**src/rtl/rom_arbiter_pkg.sv**
```systemverilog
// rom_arb_pkg: shared defaults and helpers for the ROM arbiter slice.
// Latency: n/a (constants and a pure combinational function).
// Backpressure: n/a.
package rom_arb_pkg;

  localparam int NREQ_MAX       = 8;
  localparam int DEF_NREQ       = 2;
  localparam int DEF_ADDR_WIDTH = 7;
  localparam int DEF_DATA_WIDTH = 32;
  localparam int DEF_MEM_LAT    = 1;

  // One-hot to binary index; input assumed one-hot (all-zero yields 0).
  function automatic logic [2:0] onehot_to_index(input logic [NREQ_MAX-1:0] oh);
    logic [2:0] idx;
    idx = '0;
    for (int i = 0; i < NREQ_MAX; i++) begin
      if (oh[i]) idx = idx | 3'(i);
    end
    return idx;
  endfunction

endpackage

```
**src/rtl/rom_arbiter_rr_pick.sv**
```systemverilog
// rr_pick: combinational round-robin picker, scans from ptr_i upward with wrap.
// Latency: 0 cycles (pure combinational).
// Backpressure: none; gnt_o is all-zero when no request is present.
module rr_pick
  import rom_arb_pkg::*;
#(
  parameter int NREQ  = DEF_NREQ,
  parameter int PTR_W = 1
) (
  input  logic [NREQ-1:0]  req_i,
  input  logic [PTR_W-1:0] ptr_i,
  output logic [NREQ-1:0]  gnt_o,
  output logic [PTR_W-1:0] idx_o
);

  logic found;
  int   j;

  // First requester at or after the pointer (modulo NREQ) wins.
  always_comb begin
    gnt_o = '0;
    found = 1'b0;
    j     = 0;
    for (int k = 0; k < NREQ; k++) begin
      j = int'(ptr_i) + k;
      if (j >= NREQ) j = j - NREQ;
      if (!found && req_i[j]) begin
        gnt_o[j] = 1'b1;
        found    = 1'b1;
      end
    end
  end

  assign idx_o = PTR_W'(onehot_to_index(NREQ_MAX'(gnt_o)));

endmodule

```
**src/rtl/rom_arbiter.sv**
```systemverilog
// rom_arbiter: round-robin sharing of one fixed-latency ROM; optional burst lock via ROM_ARB_LOCK_EN.
// Latency: grant/address combinational; rvalid/rdata MEM_LAT cycles after the accepting cycle.
// Backpressure: req held until gnt; one access per cycle, returns in acceptance order.
module rom_arbiter
  import rom_arb_pkg::*;
#(
  parameter int NREQ       = DEF_NREQ,
  parameter int ADDR_WIDTH = DEF_ADDR_WIDTH,
  parameter int DATA_WIDTH = DEF_DATA_WIDTH,
  parameter int MEM_LAT    = DEF_MEM_LAT
) (
  input  logic                       clk,
  input  logic                       rst_n,
  input  logic [NREQ-1:0]            req,
  input  logic [NREQ*ADDR_WIDTH-1:0] addr,
`ifdef ROM_ARB_LOCK_EN
  input  logic [NREQ-1:0]            lock,
`endif
  output logic [NREQ-1:0]            gnt,
  output logic [NREQ-1:0]            rvalid,
  output logic [DATA_WIDTH-1:0]      rdata,
  output logic [ADDR_WIDTH-1:0]      mem_addr,
  input  logic [DATA_WIDTH-1:0]      mem_q
);

  localparam int PTR_W = (NREQ > 1) ? $clog2(NREQ) : 1;

  logic [PTR_W-1:0] ptr_q, ptr_d;
  logic [NREQ-1:0]  rr_gnt;
  logic [PTR_W-1:0] rr_idx;
  logic [PTR_W-1:0] win_idx;
  logic             accept;
  logic             hold;
  logic [NREQ-1:0]  hold_gnt;
  logic [PTR_W-1:0] hold_idx;
  logic [NREQ-1:0]  tag_q [MEM_LAT];

  rr_pick #(.NREQ(NREQ), .PTR_W(PTR_W)) u_pick (
    .req_i (req),
    .ptr_i (ptr_q),
    .gnt_o (rr_gnt),
    .idx_o (rr_idx)
  );

`ifdef ROM_ARB_LOCK_EN
  logic [PTR_W-1:0] own_q;
  logic             own_vld_q;

  // Owner stays locked only while it was accepted last cycle and still requests with lock.
  assign hold     = own_vld_q & req[own_q] & lock[own_q];
  assign hold_gnt = NREQ'(1) << own_q;
  assign hold_idx = own_q;

  // Track who was accepted last cycle; a cycle without acceptance drops ownership.
  always_ff @(posedge clk) begin
    if (!rst_n) begin
      own_q     <= '0;
      own_vld_q <= 1'b0;
    end else begin
      own_q     <= win_idx;
      own_vld_q <= accept;
    end
  end
`else
  assign hold     = 1'b0;
  assign hold_gnt = '0;
  assign hold_idx = '0;
`endif

  // Grant select and address mux; everything held quiet while reset is asserted.
  always_comb begin
    gnt      = rst_n ? (hold ? hold_gnt : rr_gnt) : '0;
    win_idx  = hold ? hold_idx : rr_idx;
    accept   = |gnt;
    mem_addr = accept ? addr[win_idx*ADDR_WIDTH +: ADDR_WIDTH] : '0;
    ptr_d    = ptr_q;
    if (accept && !hold) begin
      ptr_d = (win_idx == PTR_W'(NREQ-1)) ? '0 : win_idx + 1'b1;
    end
  end

  // Pointer register and MEM_LAT-deep one-hot tag pipeline aligned with ROM latency.
  always_ff @(posedge clk) begin
    if (!rst_n) begin
      ptr_q <= '0;
      for (int i = 0; i < MEM_LAT; i++) tag_q[i] <= '0;
    end else begin
      ptr_q    <= ptr_d;
      tag_q[0] <= gnt;
      for (int i = 1; i < MEM_LAT; i++) tag_q[i] <= tag_q[i-1];
    end
  end

  // In-flight returns are suppressed while reset is asserted.
  assign rvalid = rst_n ? tag_q[MEM_LAT-1] : '0;
  assign rdata  = mem_q;

endmodule

```
**config.mk**
```make
export PLATFORM = sky130hd
export DESIGN_NAME = rom_arbiter
export DESIGN_NICKNAME = d
export VERILOG_FILES = /design/src/rtl/rom_arbiter_pkg.sv /design/src/rtl/rom_arbiter_rr_pick.sv /design/src/rtl/rom_arbiter.sv
export SDC_FILE = /design/constraint.sdc
export NUM_CORES = 1
export LEC_CHECK = 0
export ABC_CLOCK_PERIOD_IN_PS = 900
export CORE_MARGIN = 1
export CORE_UTILIZATION = 36
export DETAILED_ROUTE_END_ITERATION = 12
export DONT_BUFFER_PORTS = 1
export GPL_TIMING_DRIVEN = 1
export PLACE_DENSITY_LB_ADDON = 0.25
export SLEW_MARGIN = 20
export SYNTH_ARGS = -nofsm -noshare
export SYNTH_HDL_FRONTEND = slang
export SYNTH_SLANG_ARGS = --single-unit
```
**constraint.sdc**
```tcl
create_clock -name clk -period 0.9 [get_ports clk]
set_input_delay 0.135 -clock clk [delete_from_list [all_inputs] [get_ports clk]]
set_output_delay 0.135 -clock clk [all_outputs]
set_load 0.05 [all_outputs]
```
# Yosys cells after proc, flatten, opt, wreduce, memory -nomap -nowiden
# Memories as Yosys holds them, arrays and structs flattened.
# Index checks and enable logic that the tools add are counted.
[word_totals]
ff_bits = 1
latchBits = 0
mem_bits_rw = 2
rom_bits = 0
inputBits = 50
out_inout_bits = 43
word_cells = 45
mem_count = 1
[classes]
n_addsub = 4
n_mul = 1
div = 0
order_cmp = 6
n_eq_ne = 0
shifts = 1
muxes = 24
n_bitwise = 1
reduce_logical = 6
[memory_table]
columns = ["memory", "depth", "word_bits", "read_ports", "rd_ports_with_merged_regs", "wr", "line", "rtl"]
rows = [
  ["tag_q", 1, 2, 1, 0, 1, "rom_arbiter.sv:36", "logic [NREQ-1:0] tag_q [MEM_LAT];"],
]
[ops]
columns = ["op", "count"]
rows = [
  ["$ge 32x1->1 const B", 2],
  ["$lt 32x3->1 const B", 2],
  ["$mux 32", 2],
  ["$ge 32x3->1 const B", 1],
  ["$sub 32x3->32 const B", 1],
  ["$mux 1", 14],
  ["$shiftx 14x5->7", 1],
  ["$mux 2", 5],
  ["$mux 7", 1],
  ["$mul 1x3->4 const B", 1],
  ["$reduce_or 2->1", 2],
  ["$logic_and 1x1->1", 3],
  ["$sub 1x2->3 const B", 1],
  ["$add 1x1->2 const B", 1],
  ["$demux 1 s1", 2],
  ["$ge 1x2->1 const B", 1],
  ["$or 2x2->2", 1],
  ["$add 1x1->1 const B", 1],
  ["$logic_not 1->1", 1],
]

# Longest topological paths before layout
# Gate-level depths: netlist of run 1.
[depth]
word_depth = 13
ltp_mapped = 4
depth_no_buf = 3

# By module
# From an unflattened synthesis of run 1, not the netlist that was laid out.
[unflattened]
hier_cells = 63
area_unflattened_um2 = 495.5
[by_module_without_submodules]
columns = ["mod", "n_inst", "cells_per_inst", "area_each_um2", "seq_area_each_um2"]
rows = [
  ["rom_arbiter", 1, 59, 469.2, 60.1],
  ["rr_pick", 1, 4, 26.3, 0.0],
]

# Worst setup path before layout of run 1
# OpenSTA, ideal clock, no wires.
[synth_path]
kind = "register -> output"
from = "register ptr_q"
to = "output port mem_addr[0]"
t_arrival_ns = 1.293
t_required_ns = 0.765
slack_ns = -0.528
stages_incl_launch_ff = 4
path_buffers = 0
cell_sequence = "dfxtp_1 -> nand2_1 -> nand2_2 -> o22ai_1"
[synth_between]
elab_chain_len = 13
elab_cells_between_ends = 35
cone_classes = "add/sub: 3; mul: 1; order compare: 6; shift: 1; mux: 18; bitwise: 1; reduce/logical: 5"
[synth_lines]
columns = ["item", "line", "rtl"]
rows = [
  ["start, declared", "rom_arbiter.sv:28", "logic [PTR_W-1:0] ptr_q, ptr_d;"],
  ["start signal, assigned", "rom_arbiter.sv:88", "ptr_q <= ptr_d;"],
  ["$add 1x1->2 (tied with other cells)", "rom_arbiter_rr_pick.sv:25", "j = int'(ptr_i) + k;"],
  ["$sub 32x3->32 (tied with other cells)", "rom_arbiter_rr_pick.sv:26", "if (j >= NREQ) j = j - NREQ;"],
  ["$mux 32 (tied with other cells)", "rom_arbiter_rr_pick.sv:26", ""],
  ["$ge 32x1->1 (implied by the code) (tied with other cells)", "rom_arbiter_rr_pick.sv:28", "gnt_o[j] = 1'b1;"],
  ["$logic_and 1x1->1 (implied by the code) (tied with other cells)", "rom_arbiter_rr_pick.sv:28", ""],
  ["$mux 1 (implied by the code) (tied with other cells)", "rom_arbiter_rr_pick.sv:28", ""],
  ["$demux 1 s1 (tied with other cells)", "--", ""],
  ["$or 2x2->2 (no line) or $logic_and 1x1->1 (tied branches)", "--", ""],
  ["$mux 2 *", "rom_arbiter_rr_pick.sv:27", "if (!found && req_i[j]) begin"],
  ["$mux 1", "rom_arbiter_pkg.sv:17", "if (oh[i]) idx = idx | 3'(i);"],
  ["$mul 1x3->4", "rom_arbiter.sv:75", "mem_addr = accept ? addr[win_idx*ADDR_WIDTH +: ADDR_WIDTH] : '0;"],
  ["$shiftx 14x5->7", "rom_arbiter.sv:75", ""],
  ["$mux 7 *", "rom_arbiter.sv:75", ""],
  ["end, declared", "rom_arbiter.sv:22", "output logic [ADDR_WIDTH-1:0] mem_addr,"],
]
# Mark *: on every way between the ends. The rest lies on a longest branch, timed or not. The select of a mux whose other input is x is not followed.

# Final worst setup path of run 1
[layout_path]
from = "register ptr_q"
to = "output port mem_addr[2]"
# Same word-level chain as after synthesis.

==> results of run 1 <==
[state kept, by name, summed over array words and instances (netlist names)]
| name | count |
|---|---|
| ptr_q | 1 |
| tag_q | 2 |
[stage by stage]
| step | power [uW] | setup WS, ns | hold slack (ns) | std cells | util |
|---|---|---|---|---|---|
| CTS | 703.8 | -0.4310 | 0.09148 | 60 | 0.3903 |
| global route | 745.0 | -0.4340 | 0.05271 | 60 | 0.4093 |
| floorplan | 793.7 | -0.2046 | 0.2865 | 71 | - |
| finish | 705.9 | -0.4062 | 0.05187 | 60 | 0.4093 |
| global placement | 440.0 | -0.2023 | 0.2703 | 55 | 0.3513 |
| detailed placement | 446.8 | -0.2304 | 0.2703 | 55 | 0.3513 |
[final cells by class]
type,instances,area [um^2],share of cell area
multi-input cells,33,305.3,0.6289
flip-flops and latches,3,66.31,0.1366
inverters,2,7.507,0.01546
repair buffers,4,62.56,0.1289
well taps,14,17.52,0.03608
clock buffers,4,26.28,0.05412
[synthesized netlist by cell type]
| cell type | number |
|---|---|
| sky130_fd_sc_hd__buf_4 | 32 |
| sky130_fd_sc_hd__o21ai_0 | 1 |
| sky130_fd_sc_hd__nand2_2 | 2 |
| sky130_fd_sc_hd__o21ai_4 | 1 |
| sky130_fd_sc_hd__dfxtp_1 | 3 |
| sky130_fd_sc_hd__and2_1 | 2 |
| sky130_fd_sc_hd__inv_2 | 1 |
| sky130_fd_sc_hd__nand2_1 | 14 |
| sky130_fd_sc_hd__nor2_1 | 5 |
| sky130_fd_sc_hd__o22ai_1 | 7 |
| sky130_fd_sc_hd__buf_6 | 2 |
| sky130_fd_sc_hd__inv_1 | 1 |
[power breakdown]
group          internal (uW)  total (uW)  switching, uW
Clock                    167         246           78.8
Combinational            102         310            207
Sequential               143         151           7.55
[cells by family after synthesis]
family	count (synthesis)	synth area share
flip-flops	3	0.1221
buffers and inverters	36	0.5496
AND/OR/NAND/NOR	23	0.1959
AO/OA/AOI/OAI	9	0.1323
[metal layers]
metal  share of wire  wire length [um]
met5               0                 0
met4           0.033                34
met2            0.51               533
met1            0.29               306
met3            0.16               166
[timing repair]
item,CTS,global route
buffers inserted,0,0
gates cloned,1,0
setup endpoints to repair,11,11
resized for setup,5,6
pin swaps,6,5
[worst max-delay path, cell delays in order (launching register included)]
cell	delay [ns]
sky130_fd_sc_hd__dfxtp_4	0.37
sky130_fd_sc_hd__o21ai_4	0.07
sky130_fd_sc_hd__buf_12	0.14
sky130_fd_sc_hd__o22ai_4	0.35
[worst paths after layout]
| kind | start | end | slack, ns | depth (start not counted) |
|---|---|---|---|---|
| worst max register to register | ptr_q$_SDFFE_PN0P_ | tag_q[0][1]$_SDFF_PN0_ | 0.05 | 3 |
| worst min-delay path | req[0] | tag_q[0][0]$_SDFF_PN0_ | 0.05 | 2 |
| worst max-delay path | ptr_q$_SDFFE_PN0P_ | mem_addr[2] | -0.41 | 3 |
| worst min register to register | ptr_q$_SDFFE_PN0P_ | ptr_q$_SDFFE_PN0P_ | 0.59 | 2 |
==> metrics.txt, run 1 <==
# TYPE chip_impl_metric gauge
chip_impl_metric{name="syn_inst",unit=""} 71
chip_impl_metric{name="insertedDiodeCount",unit=""} 0
chip_impl_metric{name="layout_worst_path_cycle_share",unit=""} 1.451
chip_impl_metric{name="remaining_max_slew_budget_at_the_tightest_pin",unit=""} 0.7282
chip_impl_info{name="layout_common_cells",value="13 x sky130_fd_sc_hd__nand2_1, 7 x sky130_fd_sc_hd__o22ai_4, 3 x sky130_fd_sc_hd__nor2_1, 3 x sky130_fd_sc_hd__clkbuf_4"} 1
chip_impl_metric{name="gr-usage-all-layers",unit=""} 0.1532
chip_impl_metric{name="wl",unit="um"} 1040
chip_impl_metric{name="layout-drive-gt1-share",unit=""} 0.5870
chip_impl_metric{name="final-max-slew-violation-count",unit=""} 0
chip_impl_metric{name="power_leakage",unit="uW"} 0.0001741
chip_impl_metric{name="route.antenna.remaining_nets",unit=""} 0
chip_impl_metric{name="timing.max_cap.violations",unit=""} 0
chip_impl_metric{name="initial_core_util",unit=""} 0.4146
chip_impl_metric{name="avgSynthCellArea",unit="um^2"} 6.926
chip_impl_metric{name="cts_max_path_buffers",unit=""} 2
chip_impl_metric{name="met2_usage",unit=""} 0.2542
chip_impl_metric{name="postCtsHoldBufs",unit=""} 0
chip_impl_metric{name="vdd_drop_max",unit="mV"} 0.6139
chip_impl_metric{name="ys_seq_elements",unit=""} 3
chip_impl_metric{name="timing.fmax",unit="MHz"} 765.6
chip_impl_metric{name="remaining_drc_errors",unit=""} 0
chip_impl_metric{name="worst_slack",unit="ns"} -0.4062
chip_impl_info{name="busiest_layer",value="met2"} 1
chip_impl_metric{name="setup_viol_count_final",unit=""} 11
chip_impl_metric{name="chipWidth",unit="um"} 38.96
chip_impl_metric{name="gr-usage-met1",unit=""} 0.1399
chip_impl_metric{name="syn_nets",unit=""} 121
chip_impl_metric{name="postPlaceCellArea",unit="um^2"} 416.7
chip_impl_metric{name="vias_per_cell",unit=""} 5.533
chip_impl_metric{name="portBuffers",unit=""} 0
chip_impl_metric{name="dr.pass1.iters",unit=""} 2
chip_impl_metric{name="final_period_minus_worst_setup_slack",unit="ns"} 1.306
chip_impl_metric{name="grt_pass1_vias",unit=""} 351
chip_impl_info{name="unrepaired_setup_endpoints_after_global_routing",value="true"} 1
chip_impl_info{name="layout_commonest_cell",value="sky130_fd_sc_hd__nand2_1"} 1
chip_impl_metric{name="rows",unit=""} 12
chip_impl_metric{name="antenna_found_initial",unit=""} 0
chip_impl_metric{name="insertion_delay",unit="ns"} 0.24
chip_impl_metric{name="core_box_area",unit="mm^2"} 0.001186
chip_impl_info{name="failed_checks",value="negative setup slack"} 1
chip_impl_metric{name="grt_first_pass_wirelength",unit="um"} 1573
chip_impl_metric{name="synth.lib_cells_used.distinct",unit=""} 12
chip_impl_metric{name="cts_sinks",unit=""} 3
chip_impl_metric{name="half_perimeter_wire_length_after_detailed_placement",unit="um"} 826.1
chip_impl_metric{name="grt_max_degree",unit=""} 18
chip_impl_info{name="root_buffer",value="sky130_fd_sc_hd__clkbuf_4"} 1
chip_impl_metric{name="gp_routability_congestion",unit=""} 0.6203
chip_impl_metric{name="cp_data_arrival_time",unit="ns"} 1.17
chip_impl_metric{name="chipHeight",unit="um"} 38.96
chip_impl_metric{name="overflow",unit=""} 0
chip_impl_info{name="crit_path_end_kind",value="primary output"} 1
chip_impl_metric{name="clock-skew-final",unit="ns"} 0.004447
chip_impl_info{name="hold_path.class",value="primary input to flip-flop"} 1
chip_impl_info{name="synth_area_leader_cell",value="sky130_fd_sc_hd__buf_4"} 1
chip_impl_metric{name="fin_tns_setup",unit="ns"} -3.420
chip_impl_metric{name="timing.final.hold_violations",unit=""} 0
chip_impl_metric{name="yosysWarningCount",unit=""} 0
chip_impl_info{name="crit_type",value="flip-flop to primary output"} 1
chip_impl_metric{name="route.detailed.wl_per_inst",unit="um"} 17.33
chip_impl_metric{name="crit_path_max_fanout",unit=""} 6
chip_impl_metric{name="postLayoutCellArea",unit="um^2"} 485.5
chip_impl_metric{name="tightest_slew",unit="ns"} 0.4185
chip_impl_metric{name="num_io_pins",unit=""} 93
chip_impl_info{name="run_status",value="finished, violations left"} 1
chip_impl_metric{name="timing.critical_path.required",unit="ns"} 0.76
chip_impl_metric{name="fill_cells",unit=""} 113
chip_impl_metric{name="synthesis.area",unit="um^2"} 491.7
chip_impl_metric{name="dr_total_vias",unit=""} 332
chip_impl_metric{name="final_net_count",unit=""} 97
chip_impl_metric{name="proportion_of_synthesized_chip_area_in_sequential_cells",unit=""} 0.1221
chip_impl_metric{name="dr.first_iter.drc_count",unit=""} 1
chip_impl_info{name="post_synth_main_area_contributors",value="sky130_fd_sc_hd__buf_4 49%, sky130_fd_sc_hd__dfxtp_1 12%, sky130_fd_sc_hd__nand2_1 11%, sky130_fd_sc_hd__o22ai_1 8.9%, sky130_fd_sc_hd__buf_6 4.6%"} 1
chip_impl_metric{name="htreeDepth",unit=""} 1
chip_impl_info{name="worst_setup_path_start_kind",value="flip-flop"} 1
chip_impl_metric{name="clock_pin_slew_on_the_worst_setup_and_hold_paths",unit="ns"} 0.04
chip_impl_metric{name="layout_overhead_on_the_synthesized_area",unit="%"} -1.272
chip_impl_metric{name="die-area",unit="mm^2"} 0.001517
chip_impl_metric{name="numCtsBuffers",unit=""} 3
chip_impl_metric{name="global_route.usage.met3",unit=""} 0.06358
chip_impl_metric{name="power.density",unit="mW/mm^2"} 1454
chip_impl_info{name="cts_tree",value="built"} 1
chip_impl_metric{name="synth_top_cell_area_share",unit=""} 0.4885
Note: power is estimated with default switching activity, not from simulation.
==> inputs of run 2 (changes only) <==
--- a/config.mk
+++ b/config.mk
@@ -8,5 +8,5 @@
 export ABC_CLOCK_PERIOD_IN_PS = 900
-export CORE_MARGIN = 1
-export CORE_UTILIZATION = 36
+export CORE_AREA = 2 2 39 41
 export DETAILED_ROUTE_END_ITERATION = 12
+export DIE_AREA = 0 0 41 43
 export DONT_BUFFER_PORTS = 1
==> constraint.sdc (replaced) <==
create_clock -name clk -period 0.9 [get_ports clk]
set_input_delay 0.18 -clock clk [delete_from_list [all_inputs] [get_ports clk]]
set_output_delay 0.18 -clock clk [all_outputs]
set_load 0.05 [all_outputs]
==> run 2 against run 1 <==
The run still ends with negative setup slack left. Total power up 11%. Register-to-register slack better by 0.02 ns. Highest routed layer unchanged. Critical path type unchanged. Non-clock buffer count up 6.
==> metrics.txt, run 2 (synthesis gave the netlist of run 1 again) <==
# TYPE chip_impl_metric gauge
chip_impl_info{name="run_status",value="finished, violations left"} 1
chip_impl_info{name="failed_checks",value="negative setup slack"} 1
chip_impl_metric{name="post-layout-total-power",unit="uW"} 784.1
chip_impl_metric{name="vdd_drop_max",unit="mV"} 0.4700
chip_impl_metric{name="grt_pass1_vias",unit=""} 375
chip_impl_metric{name="die-area",unit="mm^2"} 0.001763
chip_impl_metric{name="cp_data_arrival_time",unit="ns"} 1.15
chip_impl_metric{name="cts_max_path_buffers",unit=""} 2
chip_impl_metric{name="chipHeight",unit="um"} 43
chip_impl_metric{name="core_box_area",unit="mm^2"} 0.001384
chip_impl_metric{name="postPlaceCellArea",unit="um^2"} 551.8
chip_impl_metric{name="overflow",unit=""} 0
chip_impl_metric{name="insertedDiodeCount",unit=""} 0
chip_impl_info{name="crit_path_end_kind",value="primary output"} 1
chip_impl_metric{name="remaining_drc_errors",unit=""} 0
chip_impl_info{name="root_buffer",value="sky130_fd_sc_hd__clkbuf_4"} 1
chip_impl_metric{name="clock_pin_slew_on_the_worst_setup_and_hold_paths",unit="ns"} 0.04
chip_impl_metric{name="worst_hold_slack",unit="ns"} 0.1069
chip_impl_metric{name="timing.fmax",unit="MHz"} 754.0
chip_impl_info{name="registers.top_by_ff_count",value="tag_q"} 1
chip_impl_metric{name="chipWidth",unit="um"} 41
chip_impl_metric{name="wl",unit="um"} 1038
chip_impl_metric{name="final-max-slew-violation-count",unit=""} 0
chip_impl_metric{name="gr-usage-all-layers",unit=""} 0.1370
chip_impl_info{name="cts_tree",value="built"} 1
chip_impl_info{name="unrepaired_setup_endpoints_after_global_routing",value="true"} 1
chip_impl_metric{name="route.detailed.wl_per_inst",unit="um"} 15.26
chip_impl_metric{name="final_period_minus_worst_setup_slack",unit="ns"} 1.326
chip_impl_metric{name="tightest_slew",unit="ns"} 0.2114
chip_impl_metric{name="grt_max_degree",unit=""} 18
chip_impl_metric{name="crit_path_max_fanout",unit=""} 9
chip_impl_metric{name="cts_sinks",unit=""} 3
chip_impl_metric{name="postLayoutCellArea",unit="um^2"} 615.6
chip_impl_metric{name="layout_worst_path_cycle_share",unit=""} 1.474
chip_impl_metric{name="initial_core_util",unit=""} 0.3553
chip_impl_metric{name="numCtsBuffers",unit=""} 3
chip_impl_metric{name="clock-skew-final",unit="ns"} 0.003308
chip_impl_metric{name="power_leakage",unit="uW"} 0.0002276
chip_impl_metric{name="dr.pass1.iters",unit=""} 2
chip_impl_metric{name="timing.critical_path.required",unit="ns"} 0.72
chip_impl_metric{name="vias_per_cell",unit=""} 5.147
chip_impl_info{name="crit_type",value="flip-flop to primary output"} 1
chip_impl_metric{name="insertion_delay",unit="ns"} 0.24
chip_impl_metric{name="route.antenna.remaining_nets",unit=""} 0
chip_impl_metric{name="worst_slack",unit="ns"} -0.4263
chip_impl_metric{name="power.density",unit="mW/mm^2"} 1274
chip_impl_metric{name="cts_setup_buffers",unit=""} 0
chip_impl_metric{name="antenna_found_initial",unit=""} 0
chip_impl_metric{name="num_io_pins",unit=""} 93
chip_impl_metric{name="rows",unit=""} 14
chip_impl_info{name="layout_commonest_cell",value="sky130_fd_sc_hd__nand2_1"} 1
chip_impl_metric{name="postCtsHoldBufs",unit=""} 0
chip_impl_metric{name="layout-drive-gt1-share",unit=""} 0.6154
chip_impl_metric{name="layout.core_utilization",unit=""} 0.4448
chip_impl_metric{name="dr_total_vias",unit=""} 350
chip_impl_metric{name="largest_reg_flops",unit=""} 2
chip_impl_metric{name="setup_viol_count_final",unit=""} 11
chip_impl_metric{name="final_net_count",unit=""} 103
chip_impl_metric{name="grt_first_pass_wirelength",unit="um"} 1628
chip_impl_metric{name="remaining_max_slew_budget_at_the_tightest_pin",unit=""} 0.8589
chip_impl_info{name="biggestRegsByFlops",value="tag_q x2, ptr_q x1"} 1
chip_impl_metric{name="timing.final.hold_violations",unit=""} 0
chip_impl_info{name="layout_common_cells",value="13 x sky130_fd_sc_hd__nand2_1, 9 x sky130_fd_sc_hd__buf_12, 7 x sky130_fd_sc_hd__o22ai_4, 3 x sky130_fd_sc_hd__nor2_1, 3 x sky130_fd_sc_hd__clkbuf_4"} 1
chip_impl_info{name="hold_path.class",value="primary input to flip-flop"} 1
chip_impl_metric{name="portBuffers",unit=""} 0
chip_impl_metric{name="gp_routability_congestion",unit=""} 0.6798
chip_impl_metric{name="htreeDepth",unit=""} 1
chip_impl_metric{name="dr.first_iter.drc_count",unit=""} 4
chip_impl_metric{name="layout_overhead_on_the_synthesized_area",unit="%"} 25.19
chip_impl_info{name="worst_setup_path_start_kind",value="flip-flop"} 1
chip_impl_metric{name="timing.max_cap.violations",unit=""} 0
[run 2: cell count changes in the layout (fill, tap and decap cells not counted), sizes merged]
cell / delta
buf: +6
[run 2: cell type report]
type | instances | area, um^2
fill | 145 | 768.2
multi-input combinational | 33 | 305.3
timing repair buffer | 10 | 191.4
sequential | 3 | 65.06
clock buffer | 4 | 26.28
tap | 16 | 20.02
inverter | 2 | 7.507
[run 2: stage by stage]
step / setup TNS (ns) / instances / setup slack (ns)
after detailed placement: -2.015 / 63 / -0.2500
after CTS: -3.850 / 68 / -0.4287
after global routing: -4.070 / 68 / -0.4635
after floorplan: -2.088 / 71 / -0.2496
after global placement: -1.737 / 63 / -0.2147
final: -3.714 / 68 / -0.4263
[run 2: routing by layer]
metal  vias to the layer above  global-route usage  share of wire
li1                        156                   -              -
met1                       148              0.1302           0.28
met2                        26              0.1938           0.51
met3                        20             0.02618           0.14
met4                         0              0.1933          0.069
met5                         -                   0              0
[run 2: what timing repair did]
action / CTS / global route
gates cloned: 1 / 0
gates resized for setup: 5 / 4
pin swaps: 4 / 1
setup endpoints to repair: 11 / 11
endpoints found under the hold margin: 0 / 0
[run 2: path summary, 6_finish.rpt]
kind | slack [ns] | from | cells past startpoint | endpoint
worst min register to register | 0.57 | ptr_q$_SDFFE_PN0P_ | 2 | ptr_q$_SDFFE_PN0P_
worst max register to register | 0.07 | ptr_q$_SDFFE_PN0P_ | 3 | tag_q[0][1]$_SDFF_PN0_
worst min-delay path | 0.11 | req[0] | 2 | ptr_q$_SDFFE_PN0P_
worst max-delay path | -0.43 | ptr_q$_SDFFE_PN0P_ | 4 | mem_addr[2]
[run 2: worst max-delay path: stages, from the launching register on]
cell and delay (ns):
sky130_fd_sc_hd__dfxtp_4 0.37, sky130_fd_sc_hd__o21ai_4 0.06, sky130_fd_sc_hd__buf_12 0.15, sky130_fd_sc_hd__o22ai_4 0.17
sky130_fd_sc_hd__buf_12 0.16
[run 2: power by group]
group          leakage, uW  internal (uW)  switching, uW
Combinational     0.000187            175            220
Clock            0.0000150            166           72.8
Sequential       0.0000258            143           7.27
Total             0.000228            484            300
